===== src/rtl/firebird7_in_gate1_tessent_tdr_pkg.sv =====
// Shared helpers for the firebird7_in gate1 IJTAG TDR.
// Configuration macro: FIREBIRD7_IN_TDR_PARITY_EN (adds a parity bit to the chain).
package firebird7_in_gate1_tessent_tdr_pkg;

`ifdef FIREBIRD7_IN_TDR_PARITY_EN
    localparam bit PARITY_EN = 1'b1;
`else
    localparam bit PARITY_EN = 1'b0;
`endif

    // Chain position of the select bit, directly above the data field.
    function automatic int SEL_IDX(input int width);
        return width;
    endfunction

    // Chain position of the parity bit, directly above the select bit.
    function automatic int PAR_IDX(input int width);
        return width + 1;
    endfunction

    // Total scan chain length: data + select (+ parity).
    function automatic int tdr_len(input int width, input bit parity);
        return parity ? width + 2 : width + 1;
    endfunction

endpackage


===== src/rtl/firebird7_in_gate1_tessent_tdr_parity_chk.sv =====
// Even-parity compare of the shifted data field against its parity bit.
// Used only when FIREBIRD7_IN_TDR_PARITY_EN is defined.
module firebird7_in_gate1_tessent_tdr_parity_chk #(
    parameter int WIDTH = 3
) (
    input  logic [WIDTH-1:0] data,
    input  logic             par,
    output logic             mismatch
);

    // High when the XOR of the data bits disagrees with the carried parity bit.
    assign mismatch = (^data) != par;

endmodule


===== src/rtl/firebird7_in_gate1_tessent_tdr_obs.sv =====
// IJTAG TDR driving the IJTAG side of the gate1 data mux and observing its output.
// Chain layout: sr[WIDTH-1:0] data, sr[WIDTH] select, sr[WIDTH+1] parity (macro only).
// Configuration macro: FIREBIRD7_IN_TDR_PARITY_EN adds the parity bit and update_err.
// Per-cycle priority while ijtag_sel is high: reset > capture > shift > update.
module firebird7_in_gate1_tessent_tdr_obs
    import firebird7_in_gate1_tessent_tdr_pkg::*;
#(
    parameter int WIDTH = 3
) (
    input  logic             ijtag_tck,
    input  logic             ijtag_reset,
    input  logic             ijtag_sel,
    input  logic             ijtag_ce,
    input  logic             ijtag_se,
    input  logic             ijtag_ue,
    input  logic             ijtag_si,
    output logic             ijtag_so,
    input  logic [WIDTH-1:0] observe_in,
    output logic [WIDTH-1:0] ijtag_data_out,
    output logic             ijtag_select_out
`ifdef FIREBIRD7_IN_TDR_PARITY_EN
    ,
    output logic             update_err
`endif
);

    localparam int L  = tdr_len(WIDTH, PARITY_EN);
    localparam int SI = SEL_IDX(WIDTH);

    logic [L-1:0]     sr;
    logic [L-1:0]     sr_cap;
    logic [WIDTH-1:0] upd_data;
    logic             upd_sel;
    logic             upd_ok;

    // Capture image: observed bus, current update select, and its parity when enabled.
    always_comb begin
        sr_cap            = '0;
        sr_cap[WIDTH-1:0] = observe_in;
        sr_cap[SI]        = upd_sel;
`ifdef FIREBIRD7_IN_TDR_PARITY_EN
        sr_cap[PAR_IDX(WIDTH)] = ^observe_in;
`endif
    end

`ifdef FIREBIRD7_IN_TDR_PARITY_EN
    logic par_bad;

    firebird7_in_gate1_tessent_tdr_parity_chk #(
        .WIDTH(WIDTH)
    ) u_parity_chk (
        .data    (sr[WIDTH-1:0]),
        .par     (sr[PAR_IDX(WIDTH)]),
        .mismatch(par_bad)
    );

    assign upd_ok = !par_bad;

    // Sticky error: set by a rejected update, cleared only by reset.
    always_ff @(posedge ijtag_tck) begin
        if (ijtag_reset) begin
            update_err <= 1'b0;
        end else if (ijtag_sel && !ijtag_ce && !ijtag_se && ijtag_ue && par_bad) begin
            update_err <= 1'b1;
        end
    end
`else
    assign upd_ok = 1'b1;
`endif

    // Shift register: capture beats shift; data enters at the top, leaves at bit 0.
    always_ff @(posedge ijtag_tck) begin
        if (ijtag_reset) begin
            sr <= '0;
        end else if (ijtag_sel) begin
            if (ijtag_ce) begin
                sr <= sr_cap;
            end else if (ijtag_se) begin
                sr <= {ijtag_si, sr[L-1:1]};
            end
        end
    end

    // Update stage: loads only when neither capture nor shift claims the cycle.
    always_ff @(posedge ijtag_tck) begin
        if (ijtag_reset) begin
            upd_data <= '0;
            upd_sel  <= 1'b0;
        end else if (ijtag_sel && !ijtag_ce && !ijtag_se && ijtag_ue && upd_ok) begin
            upd_data <= sr[WIDTH-1:0];
            upd_sel  <= sr[SI];
        end
    end

    assign ijtag_so         = sr[0];
    assign ijtag_data_out   = upd_data;
    assign ijtag_select_out = upd_sel;

endmodule

===== config.mk =====
export PLATFORM = sky130hd
export DESIGN_NAME = firebird7_in_gate1_tessent_tdr_obs
export DESIGN_NICKNAME = d
export VERILOG_FILES = /design/src/rtl/firebird7_in_gate1_tessent_tdr_pkg.sv /design/src/rtl/firebird7_in_gate1_tessent_tdr_parity_chk.sv /design/src/rtl/firebird7_in_gate1_tessent_tdr_obs.sv
export SDC_FILE = /design/constraint.sdc
export NUM_CORES = 1
export LEC_CHECK = 0
export BUFFER_PORTS_ARGS = -buffer_cell sky130_fd_sc_hd__clkbuf_2
export CAP_MARGIN = 30
export CORE_AREA = 4 4 41 43
export DETAILED_ROUTE_END_ITERATION = 16
export DIE_AREA = 0 0 45 47
export GPL_TIMING_DRIVEN = 0
export PLACE_DENSITY = 0.51
export SLEW_MARGIN = 20
export SYNTH_ARGS = -nofsm -noshare
export SYNTH_HDL_FRONTEND = slang
export SYNTH_SLANG_ARGS = --single-unit

===== constraint.sdc =====
create_clock -name ijtag_tck -period 0.85 [get_ports ijtag_tck]
set_input_delay 0 -clock ijtag_tck [delete_from_list [all_inputs] [get_ports ijtag_tck]]
set_output_delay 0 -clock ijtag_tck [all_outputs]
set_load 0.02 [all_outputs]

==> results of run 1 <==
==> sequential cells by signal, summed over array words and instances (netlist names) <==
name,count
ijtag_data_out,3
ijtag_select_out,1
sr,4
==> per-layer routing <==
metal  up-vias  share of wire [%]
met5         -                  0
met4         0                1.2
met3         2                6.5
met2        10                 47
met1       116                 46
li1        147                  -
==> cell usage after synthesis <==
library cell	instances
clkbuf_2	1
nor2_1	8
mux2i_1	8
o21a_1	1
dfxtp_1	8
a211oi_1	4
buf_1	1
and4bb_2	1
buf_6	1
==> power groups by stage <==
stage          combinational (mW)  clock, mW  sequential (mW)
2_1_floorplan              0.0591          0            0.416
3_3_place_gp               0.0978          0            0.411
3_5_place_dp               0.0979          0            0.411
4_1_cts                    0.0988      0.305            0.403
5_1_grt                     0.113      0.332            0.405
6_report                    0.101      0.284            0.403
==> worst paths after layout <==
check	depth (start not counted)	from	to
setup / recovery	1	sr[0]	ijtag_so
hold / removal	3	observe_in[1]	sr[1]
setup reg to reg	2	sr[3]	sr[2]
hold reg to reg	2	ijtag_data_out[0]	ijtag_data_out[0]
==> logic make-up (layout without fill, tap and decap cells) <==
group / Yosys count / count (layout) / synth area share (%)
flops: 8 / 8 / 47.1
buf+inv: 3 / 18 / 5.88
compound gates: 5 / 5 / 11.0
mux: 8 / 8 / 23.5
simple gates: 9 / 9 / 12.5
==> stage by stage <==
stage	hold slack (ps)	instance area (um2)	instances	TNS, ps
floorplan	234	349	33	-19.1
global placement	339	428	60	-239
detailed placement	336	428	60	-238
CTS	73.5	450	63	0
global route	101	455	63	0
finish	81.6	455	63	0
==> final cells by class <==
type,instances,area [um2]
multi-input cells,22,165
plain buffers,3,28.8
fillers,143,846
clock buffers,3,22.5
flip-flops and latches,8,160
well taps,15,18.8
repair buffers,12,60.1
==> Flow_metrics.wiki, run 1 <==
{| class="wikitable"
! Metric !! Value
|-
| Run status || finished, final reports clean
|-
| Setup violations, final || 0
|-
| Share of power burned in the clock network || 36.0%
|-
| Final Hold Fails || 0
|-
| Area enclosed by the die boundary || 0.00212 mm2
|-
| Portion of total power attributed to sequential cells || 51.2%
|-
| CTS Hold Bufs || 0
|-
| Number of rows in the core area || 13
|-
| Transition time of the tightest slew-check pin || 383 ps
|-
| Count of different cell masters after synthesis || 9
|-
| Cell chain of the critical path || clkbuf_2
|-
| Count of boundary I/O pins || 15
|-
| Routing usage on met3 || 2.30%
|-
| Hold crit path type || input port to flip-flop
|-
| CTS root buf || clkbuf_4
|-
| Pre-CTS worst setup slack || -73.8 ps
|-
| Buffering stage count on the worst path with inverters included || 1
|-
| Most common library cell in the layout ignoring fill and taps || clkbuf_2
|-
| Worst EP arrival || 770 ps
|-
| Setup crit start kind || flip-flop
|-
| Clock latency at the later pin of the worst-skew pair || 250 ps
|-
| Post-route DRC violation count || 0
|-
| Worst Setup Path Type || flip-flop to primary output
|-
| Max-slew headroom || 74.5%
|-
| Final Core Density || 35.0%
|-
| Deepest clock path buffer count || 2
|-
| Global-route wire length before repair || 1140 um
|-
| Final wirelength || 694 um
|-
| Delay of the slowest critical-path stage || 340 ps
|-
| Internal power || 604 uW
|-
| Min setup slack post-route || 77.2 ps
|-
| Largest voltage drop on the vdd net || 611 uV
|-
| Via/cell ratio || 4.37
|-
| Final weighted congestion in routability-driven placement || 0.694
|-
| Final nets || 60
|-
| Sw frac || 23.4%
|-
| Final total power || 788 uW
|-
| Routing layer with the top usage in global route || met1
|-
| Met2 capacity usage during global routing || 10.5%
|-
| Pin count of the biggest net entering global routing || 9
|-
| Fraction of layout instances using a drive strength above 1 || 39.6%
|-
| Global-route total usage across every layer || 7.85%
|-
| Most frequent cells in the layout || clkbuf_2 (12), mux2i_1 (8), nor2_1 (8), dfxtp_1 (8)
|-
| Setup repair after global routing missed its margin || no
|-
| Reg clk slew, reported paths || 50 ps
|-
| CTS H-Tree Depth || 1
|-
| Total inserted antenna cells || 0
|-
| Final-report max-slew violation count || 0
|-
| Endpoint kind of the worst setup timing path || primary output
|-
| Setup skew after layout || 0.188 ps
|-
| Met1 Usage GRT || 10.8%
|-
| TritonCTS Buffers || 3
|-
| Count of buffers inserted at the top-level ports || 12
|-
| Iteration-0 DRC count of the detailed router || 1
|-
| Reported max-cap violation count || 0
|-
| Setup slack on the worst flop-to-flop path || 110 ps
|-
| Slowest cell on the critical path || dfxtp_1
|-
| Synthesis-to-finish area growth || 33.8%
|-
| Synth top area cells || dfxtp_1 (47%), mux2i_1 (24%), a211oi_1 (8.8%), nor2_1 (8.8%), and4bb_2 (3.7%)
|-
| Per-instance average area after synthesis || 10.3 um2
|-
| Setup Buffers After CTS || 0
|-
| Antenna violations before repair || 0
|-
| Floorplan Core Area || 0.00130 mm2
|-
| TritonCTS clock tree || done
|-
| Yosys Warn Count || 0
|-
| Fmax || 1.29 GHz
|-
| Router iterations before antenna repair || 2
|-
| Remaining Overflow, GRT || 0
|-
| Final period utilization || 90.9%
|-
| Remaining antenna violation count || 0
|-
| Floorplan die width || 45 um
|-
| Vias after detailed routing || 275
|-
| Data required time of the worst path || 850 ps
|-
| Post-layout min period || 773 ps
|-
| Seq cells post-synth || 8
|-
| Fraction of post-synthesis cell area in the top cell type by area || 47.1%
|-
| Dominant cell type by area after synthesis || dfxtp_1
|-
| Via count of the first global-routing pass || 265
|-
| Share of synthesized area occupied by flip-flops and latches || 47.1%
|-
| Post-DR wirelength/cell || 11.0 um
|-
| Synthesized cell area || 340 um2
|-
| Kind of cell with the highest combined delay on the critical path || flip-flops
|-
| Die boundary height || 47 um
|-
| Crit-path max FO || 3
|-
| Cells after synthesis || 33
|-
| Number of nets produced by synthesis || 43
|-
| Initial Util || 26.2%
|-
| Total power divided by cell area || 1730 mW/mm2
|-
| Leakage power || 0.200 nW
|-
| Net switching power || 185 uW
|-
| Total number of clock tree sinks || 8
|-
| Share of total power in combinational logic || 12.8%
|-
| Post-cts gate resize count || 0
|}
No activity file was read; power rests on OpenSTA's default activity.
==> inputs of run 2 (changes only) <==
SETUP_SLACK_MARGIN = 0.4   (was not set)
==> run 2 against run 1 <==
- sequential power about the same
- non-clock buffer count up 2
- routed wire length up 8.6%
- critical path depth up 1
- highest routed layer unchanged
- first-iteration DRC count up 100%
- power up 3.4%
==> Flow_metrics.wiki, run 2 (same netlist as run 1, synthesis figures left out) <==
{| class="wikitable"
! Metric !! Value
|-
| Final wirelength || 754 um (was 694 um)
|-
| Setup crit start kind || flip-flop (unchanged)
|-
| Total number of clock tree sinks || 8 (unchanged)
|-
| Hold path endpoint || sr[1] (unchanged)
|-
| Setup violations, final || 0 (unchanged)
|-
| Cell chain of the critical path || mux2i_1 > a211oi_1 (was clkbuf_2)
|-
| CTS root buf || clkbuf_4 (unchanged)
|-
| Worst EP arrival || 890 ps (was 770 ps)
|-
| Final Core Density || 41.5% (was 35.0%)
|-
| TritonCTS Buffers || 3 (unchanged)
|-
| Multi-input combinational cell area || 161 um2 (was 165 um2)
|-
| Capture instance of the worst register-to-register path || sr[2] (unchanged)
|-
| Transition time of the tightest slew-check pin || 342 ps (was 383 ps)
|-
| CTS H-Tree Depth || 1 (unchanged)
|-
| Area occupied by registers || 175 um2 (was 160 um2)
|-
| Hold crit path type || input port to flip-flop (unchanged)
|-
| Total inserted antenna cells || 0 (unchanged)
|-
| Count of boundary I/O pins || 15 (unchanged)
|-
| Crit-path max FO || 3 (unchanged)
|-
| Fmax || 1.38 GHz (was 1.29 GHz)
|-
| Cell total after placement || 60 (unchanged)
|-
| Leakage power || 0.230 nW (was 0.200 nW)
|-
| Clock latency at the later pin of the worst-skew pair || 250 ps (about the same)
|-
| Die boundary height || 47 um (unchanged)
|-
| Floorplan Core Area || 0.00130 mm2 (unchanged)
|-
| Reg clk slew, reported paths || 50 ps (about the same)
|-
| Final period utilization || 85.4% (was 90.9%)
|-
| Global-route wire length before repair || 1260 um (was 1140 um)
|-
| Critical path launch point || sr[3] (was sr[0])
|-
| Post-route DRC violation count || 0 (unchanged)
|-
| Final nets || 62 (was 60)
|-
| Remaining antenna violation count || 0 (unchanged)
|-
| Remaining Overflow, GRT || 0 (unchanged)
|-
| Synthesis-to-finish area growth || 58.8% (was 33.8%)
|-
| Router iterations before antenna repair || 2 (unchanged)
|-
| Endpoint kind of the worst setup timing path || flip-flop (was primary output)
|-
| Half-perimeter wire length of the detailed placement result || 526 um
|-
| Max-slew headroom || 77.2% (was 74.5%)
|-
| Vias after detailed routing || 294 (was 275)
|-
| Data required time of the worst path || 1010 ps (was 850 ps)
|-
| Area enclosed by the die boundary || 0.00212 mm2 (unchanged)
|-
| Max reg flops || 4 (unchanged)
|-
| Count of buffers inserted at the top-level ports || 12 (unchanged)
|-
| Most frequent cells in the layout || mux2i_1 (8), nor2_1 (8), clkbuf_2 (7) (was clkbuf_2 (12), mux2i_1 (8), nor2_1 (8), dfxtp_1 (8))
|-
| TritonCTS clock tree || done (unchanged)
|-
| Worst Setup Path Type || flip-flop to flip-flop (was flip-flop to primary output)
|-
| Depth of the worst hold-timing path || 3 (unchanged)
|-
| Post-layout min period || 726 ps (was 773 ps)
|-
| Pin count of the biggest net entering global routing || 9 (unchanged)
|-
| Setup repair after global routing missed its margin || yes (was no)
|-
| Fill cell total of the finished layout || 152 (was 143)
|-
| Number of cells on the worst reg-to-reg path || 2 (unchanged)
|-
| Critical hold path startpoint || observe_in[1] (unchanged)
|-
| Largest register by flop count || sr (unchanged)
|-
| Number of rows in the core area || 13 (unchanged)
|-
| CTS Hold Bufs || 0 (unchanged)
|-
| Initial Util || 26.2% (unchanged)
|-
| Sum of negative setup slack || 0 ps (unchanged)
|-
| Post-DR wirelength/cell || 11.6 um (was 11.0 um)
|-
| Deepest clock path buffer count || 2 (unchanged)
|-
| Setup slack on the worst flop-to-flop path || 120 ps (was 110 ps)
|-
| Via/cell ratio || 4.52 (was 4.37)
|-
| Reported max-cap violation count || 0 (unchanged)
|-
| Fraction of layout instances using a drive strength above 1 || 58.0% (was 39.6%)
|-
| Final Hold Fails || 0 (unchanged)
|-
| Final weighted congestion in routability-driven placement || 0.675 (was 0.694)
|-
| Floorplan die width || 45 um (unchanged)
|-
| Source of the worst register-to-register timing path || sr[3] (unchanged)
|-
| Antenna violations before repair || 0 (unchanged)
|-
| Post-route non-filler standard cell count || 65 (was 63)
|-
| Via count of the first global-routing pass || 307 (was 265)
|-
| Slowest cell on the critical path || dfxtp_2 (was dfxtp_1)
|-
| Global-route total usage across every layer || 9.10% (was 7.85%)
|-
| Final-report max-slew violation count || 0 (unchanged)
|-
| Iteration-0 DRC count of the detailed router || 2 (was 1)
|-
| Setup skew after layout || 2.04 ps (was 0.188 ps)
|-
| Largest voltage drop on the vdd net || 618 uV (was 611 uV)
|-
| Delay of the slowest critical-path stage || 330 ps (was 340 ps)
|-
| Total power divided by cell area || 1510 mW/mm2 (was 1730 mW/mm2)
|-
| Run status || finished, final reports clean (unchanged)
|}
-- run 2: cell count changes in the layout (fill, tap and decap cells not counted), moves of 2 or more --
cell,before,now
dfxtp_1,8,0
dfxtp_2,0,6
dfxtp_4,0,2
buf_4,0,2
clkbuf_2,12,7
buf_8,0,5
-- run 2: power by group --
part	switching, mW	leakage, nW	internal (mW)
clock network	0.129	0.0138	0.162
logic	0.0503	0.147	0.0706
registers	0.0132	0.0693	0.391
total	0.192	0.230	0.623
-- run 2: layout make-up --
type | instances | share of cell area (%)
Buffer | 3 | 6.94
Clock buffer | 3 | 4.17
Tap cell | 15 | 3.47
Timing Repair Buffer | 14 | 23.1
Sequential cell | 8 | 32.4
Multi-Input combinational cell | 22 | 29.9
-- run 2: critical path: cells and delay by family (launching register included) --
| kind | cells | cell delay (ps) |
|---|---|---|
| mux | 1 | 70 |
| flops | 1 | 330 |
| compound gates | 1 | 230 |
-- run 2: stage by stage --
step | cell area (um2) | power (mW) | hold slack [ps] | setup slack (ps)
after floorplan | 358 | 0.473 | 230 | -4.75
after global placement | 437 | 0.506 | 331 | -63.4
after detailed placement | 437 | 0.507 | 338 | -59.2
after CTS | 533 | 0.832 | 65.9 | 95.9
after global routing | 541 | 0.877 | 55.9 | 67.4
final | 541 | 0.816 | 71.1 | 124
-- run 2: how the worst max path moves through the flow --
stage                     slack (ps)                 to
after floorplan                   -5  ijtag_data_out[0]
after global placement           -60   ijtag_select_out
after detailed placement         -60  ijtag_data_out[0]
after CTS                        100   ijtag_select_out
after global routing              70              sr[2]
final                            120              sr[2]
-- run 2: repair_timing --
item / CTS / global route
setup endpoints to repair: 13 / 13
buffers inserted: 2 / 0
pin swaps: 2 / 1
resized for setup: 17 / 6
-- run 2: layer usage --
layer	global-route usage, %	wire length, um	vias to the layer above	share of wire [%]
met5	0	0	-	0
met4	10.5	19	0	2.5
met3	3.83	56	2	7.4
met2	12.7	361	9	48
met1	9.59	317	131	42
li1	-	-	152	-
==> inputs of run 3 (changes only) <==
PLACE_DENSITY = 0.57   (was 0.51)
SKIP_LAST_GASP = 1   (was not set)
==> run 3 against run 2 <==
- clock skew is essentially flat
- final cell count shrank 1.5%
- critical path depth shrank 1
- first-iteration DRC count grew to 3.0 times the previous value
- global-route usage shrank 1.6 points
- largest power group unchanged
- core utilization shrank 0.19 points
- via count shrank 5.8%
- combinational power is essentially flat
- fmax grew 1.4%
- hold slack gained 0.61 ps
- setup slack gained 10 ps
- sequential share of layout area grew 0.15 points
- highest routed layer is now met3
==> Flow_metrics.wiki, run 3 (same netlist as run 1, synthesis figures left out) <==
{| class="wikitable"
! Metric !! Value
|-
| Total power divided by cell area || 1500 mW/mm2 (was 1510 mW/mm2)
|-
| Via count of the first global-routing pass || 294 (was 307)
|-
| Transition time of the tightest slew-check pin || 366 ps (was 342 ps)
|-
| Most common library cell in the layout ignoring fill and taps || nor2_1
|-
| Critical hold path startpoint || observe_in[1] (unchanged)
|-
| Cell chain of the critical path || buf_8 (was mux2i_1 > a211oi_1)
|-
| Global-route wire length before repair || 1130 um (was 1260 um)
|-
| Final weighted congestion in routability-driven placement || 0.668 (was 0.675)
|-
| Setup skew after layout || 2.08 ps (was 2.04 ps)
|-
| Final wirelength || 722 um (was 754 um)
|-
| Fraction of layout instances using a drive strength above 1 || 61.2% (was 58.0%)
|-
| Antenna violations before repair || 0 (unchanged)
|-
| Floorplan die width || 45 um (unchanged)
|-
| Post-route non-filler standard cell count || 64 (was 65)
|-
| Largest register by flop count || sr (unchanged)
|-
| Top routing layer in use || met3 (was met4)
|-
| Worst EP arrival || 720 ps (was 890 ps)
|-
| Fmax || 1.40 GHz (was 1.38 GHz)
|-
| Setup slack on the worst flop-to-flop path || 150 ps (was 120 ps)
|-
| Count of boundary I/O pins || 15 (unchanged)
|-
| Final Hold Fails || 0 (unchanged)
|-
| Total length of routed met3 wires || 42 um (was 56 um)
|-
| Hold crit path type || input port to flip-flop (unchanged)
|-
| WL met2 || 343 um (was 361 um)
|-
| Kind of cell with the highest combined delay on the critical path || flip-flops (unchanged)
|-
| Buffering stage count on the worst path with inverters included || 1 (was 0)
|-
| Total inserted antenna cells || 0 (unchanged)
|-
| Final period utilization || 84.2% (was 85.4%)
|-
| Data required time of the worst path || 850 ps (was 1010 ps)
|-
| CTS Hold Bufs || 0 (unchanged)
|-
| Leakage power || 0.222 nW (was 0.230 nW)
|-
| Iteration-0 DRC count of the detailed router || 6 (was 2)
|-
| Vias after detailed routing || 277 (was 294)
|-
| Critical path launch point || ijtag_select_out (was sr[3])
|-
| Depth of the worst hold-timing path || 3 (unchanged)
|-
| Slowest cell on the critical path || dfxtp_4 (was dfxtp_2)
|-
| Setup violations, final || 0 (unchanged)
|-
| Capture instance of the worst register-to-register path || sr[2] (unchanged)
|-
| Reg clk slew, reported paths || 50 ps (about the same)
|-
| Floorplan Core Area || 0.00130 mm2 (unchanged)
|-
| Max-slew headroom || 75.6% (was 77.2%)
|-
| Post-Route M1 WL || 336 um (was 317 um)
|-
| Count of buffers inserted at the top-level ports || 12 (unchanged)
|-
| Number of rows in the core area || 13 (unchanged)
|-
| Router iterations before antenna repair || 4 (was 2)
|-
| Reported max-cap violation count || 0 (unchanged)
|-
| TritonCTS clock tree || done (unchanged)
|-
| Via/cell ratio || 4.33 (was 4.52)
|-
| Endpoint kind of the worst setup timing path || primary output (was flip-flop)
|-
| TritonCTS Buffers || 3 (unchanged)
|-
| Die boundary height || 47 um (unchanged)
|-
| Fill cell total of the finished layout || 138 (was 152)
|-
| Number of cells on the worst reg-to-reg path || 2 (unchanged)
|-
| Post-DR wirelength/cell || 11.3 um (was 11.6 um)
|-
| Clock latency at the later pin of the worst-skew pair || 250 ps (about the same)
|-
| CTS H-Tree Depth || 1 (unchanged)
|-
| Number of gates on the worst path with buffers counted || 1 (was 2)
|-
| Setup crit start kind || flip-flop (unchanged)
|-
| Initial Util || 26.2% (unchanged)
|-
| Crit-path max FO || 3 (unchanged)
|-
| Hold path endpoint || sr[1] (unchanged)
|-
| Cell total after placement || 60 (unchanged)
|-
| Worst Hold Margin || 71.7 ps (was 71.1 ps)
|-
| Final nets || 61 (was 62)
|-
| Setup repair after global routing missed its margin || yes (unchanged)
|-
| Final-report max-slew violation count || 0 (unchanged)
|-
| Source of the worst register-to-register timing path || sr[3] (unchanged)
|-
| Run status || finished, final reports clean (unchanged)
|-
| Remaining antenna violation count || 0 (unchanged)
|-
| Most frequent cells in the layout || nor2_1 (8), buf_8 (7), mux2i_1 (7), clkbuf_2 (7), dfxtp_2 (6) (was mux2i_1 (8), nor2_1 (8), clkbuf_2 (7))
|-
| Post-route DRC violation count || 0 (unchanged)
|-
| Delay of the slowest critical-path stage || 350 ps (was 330 ps)
|-
| Largest voltage drop on the vdd net || 712 uV (was 618 uV)
|-
| Pin count of the biggest net entering global routing || 9 (unchanged)
|-
| CTS root buf || clkbuf_4 (unchanged)
|-
| Max reg flops || 4 (unchanged)
|-
| Area enclosed by the die boundary || 0.00212 mm2 (unchanged)
|-
| Synthesis-to-finish area growth || 58.1% (was 58.8%)
|-
| Global-route total usage across every layer || 7.54% (was 9.10%)
|-
| Remaining Overflow, GRT || 0 (unchanged)
|-
| Post-layout min period || 716 ps (was 726 ps)
|-
| Worst Setup Path Type || flip-flop to primary output (was flip-flop to flip-flop)
|-
| Deepest clock path buffer count || 2 (unchanged)
|-
| Total number of clock tree sinks || 8 (unchanged)
|}
run 3: cell types whose count changed in the layout (fill, tap and decap cells not counted), sizes merged:
cell | before | now
clkbuf | 11 | 10
run 3: worst max path at each step:
| stage | to |
|---|---|
| floorplan | ijtag_data_out[0] |
| global placement | ijtag_select_out |
| detailed placement | ijtag_select_out |
| CTS | ijtag_select_out |
| global route | sr[2] |
| finish | ijtag_select_out |
run 3: through the flow:
step | setup WS (ps) | cell area, um2 | power, mW | utilization (%) | setup TNS, ps
global placement | -62.9 | 437 | 0.506 | 33.6 | -227
detailed placement | -60.7 | 437 | 0.506 | 33.6 | -193
finish | 134 | 538 | 0.804 | 41.3 | 0
CTS | 102 | 522 | 0.813 | 40.1 | 0
global route | 95.6 | 538 | 0.849 | 41.3 | 0
floorplan | -4.75 | 358 | 0.473 | - | -18.4
run 3: layout make-up:
| type | instances | area [um2] | share of cell area (%) |
|---|---|---|---|
| sequential | 8 | 175 | 32.6 |
| multi-input combinational | 22 | 170 | 31.6 |
| timing repair buffer | 13 | 118 | 21.9 |
| tap | 15 | 18.8 | 3.49 |
| clock buffer | 3 | 22.5 | 4.19 |
| buffer | 3 | 33.8 | 6.28 |
run 3: where the power goes:
| group | leakage [nW] | internal (mW) | switching (mW) |
|---|---|---|---|
| Clock | 0.0138 | 0.161 | 0.117 |
| Combinational | 0.139 | 0.0691 | 0.0523 |
| Sequential | 0.0693 | 0.392 | 0.0138 |
| Total | 0.222 | 0.621 | 0.183 |
run 3: layer usage:
layer	track usage (%)	up-vias
met4	5.26	0
li1	-	149
met2	12.7	8
met3	1.15	0
met5	0	-
met1	8.76	120
run 3: timing repair:
action / 4_1_cts / 5_1_grt
endpoints found under the setup margin: 13 / 13
pin swaps: 4 / 2
hold endpoints to repair: 0 / 0
setup buffers: 1 / 0
resized for setup: 17 / 8
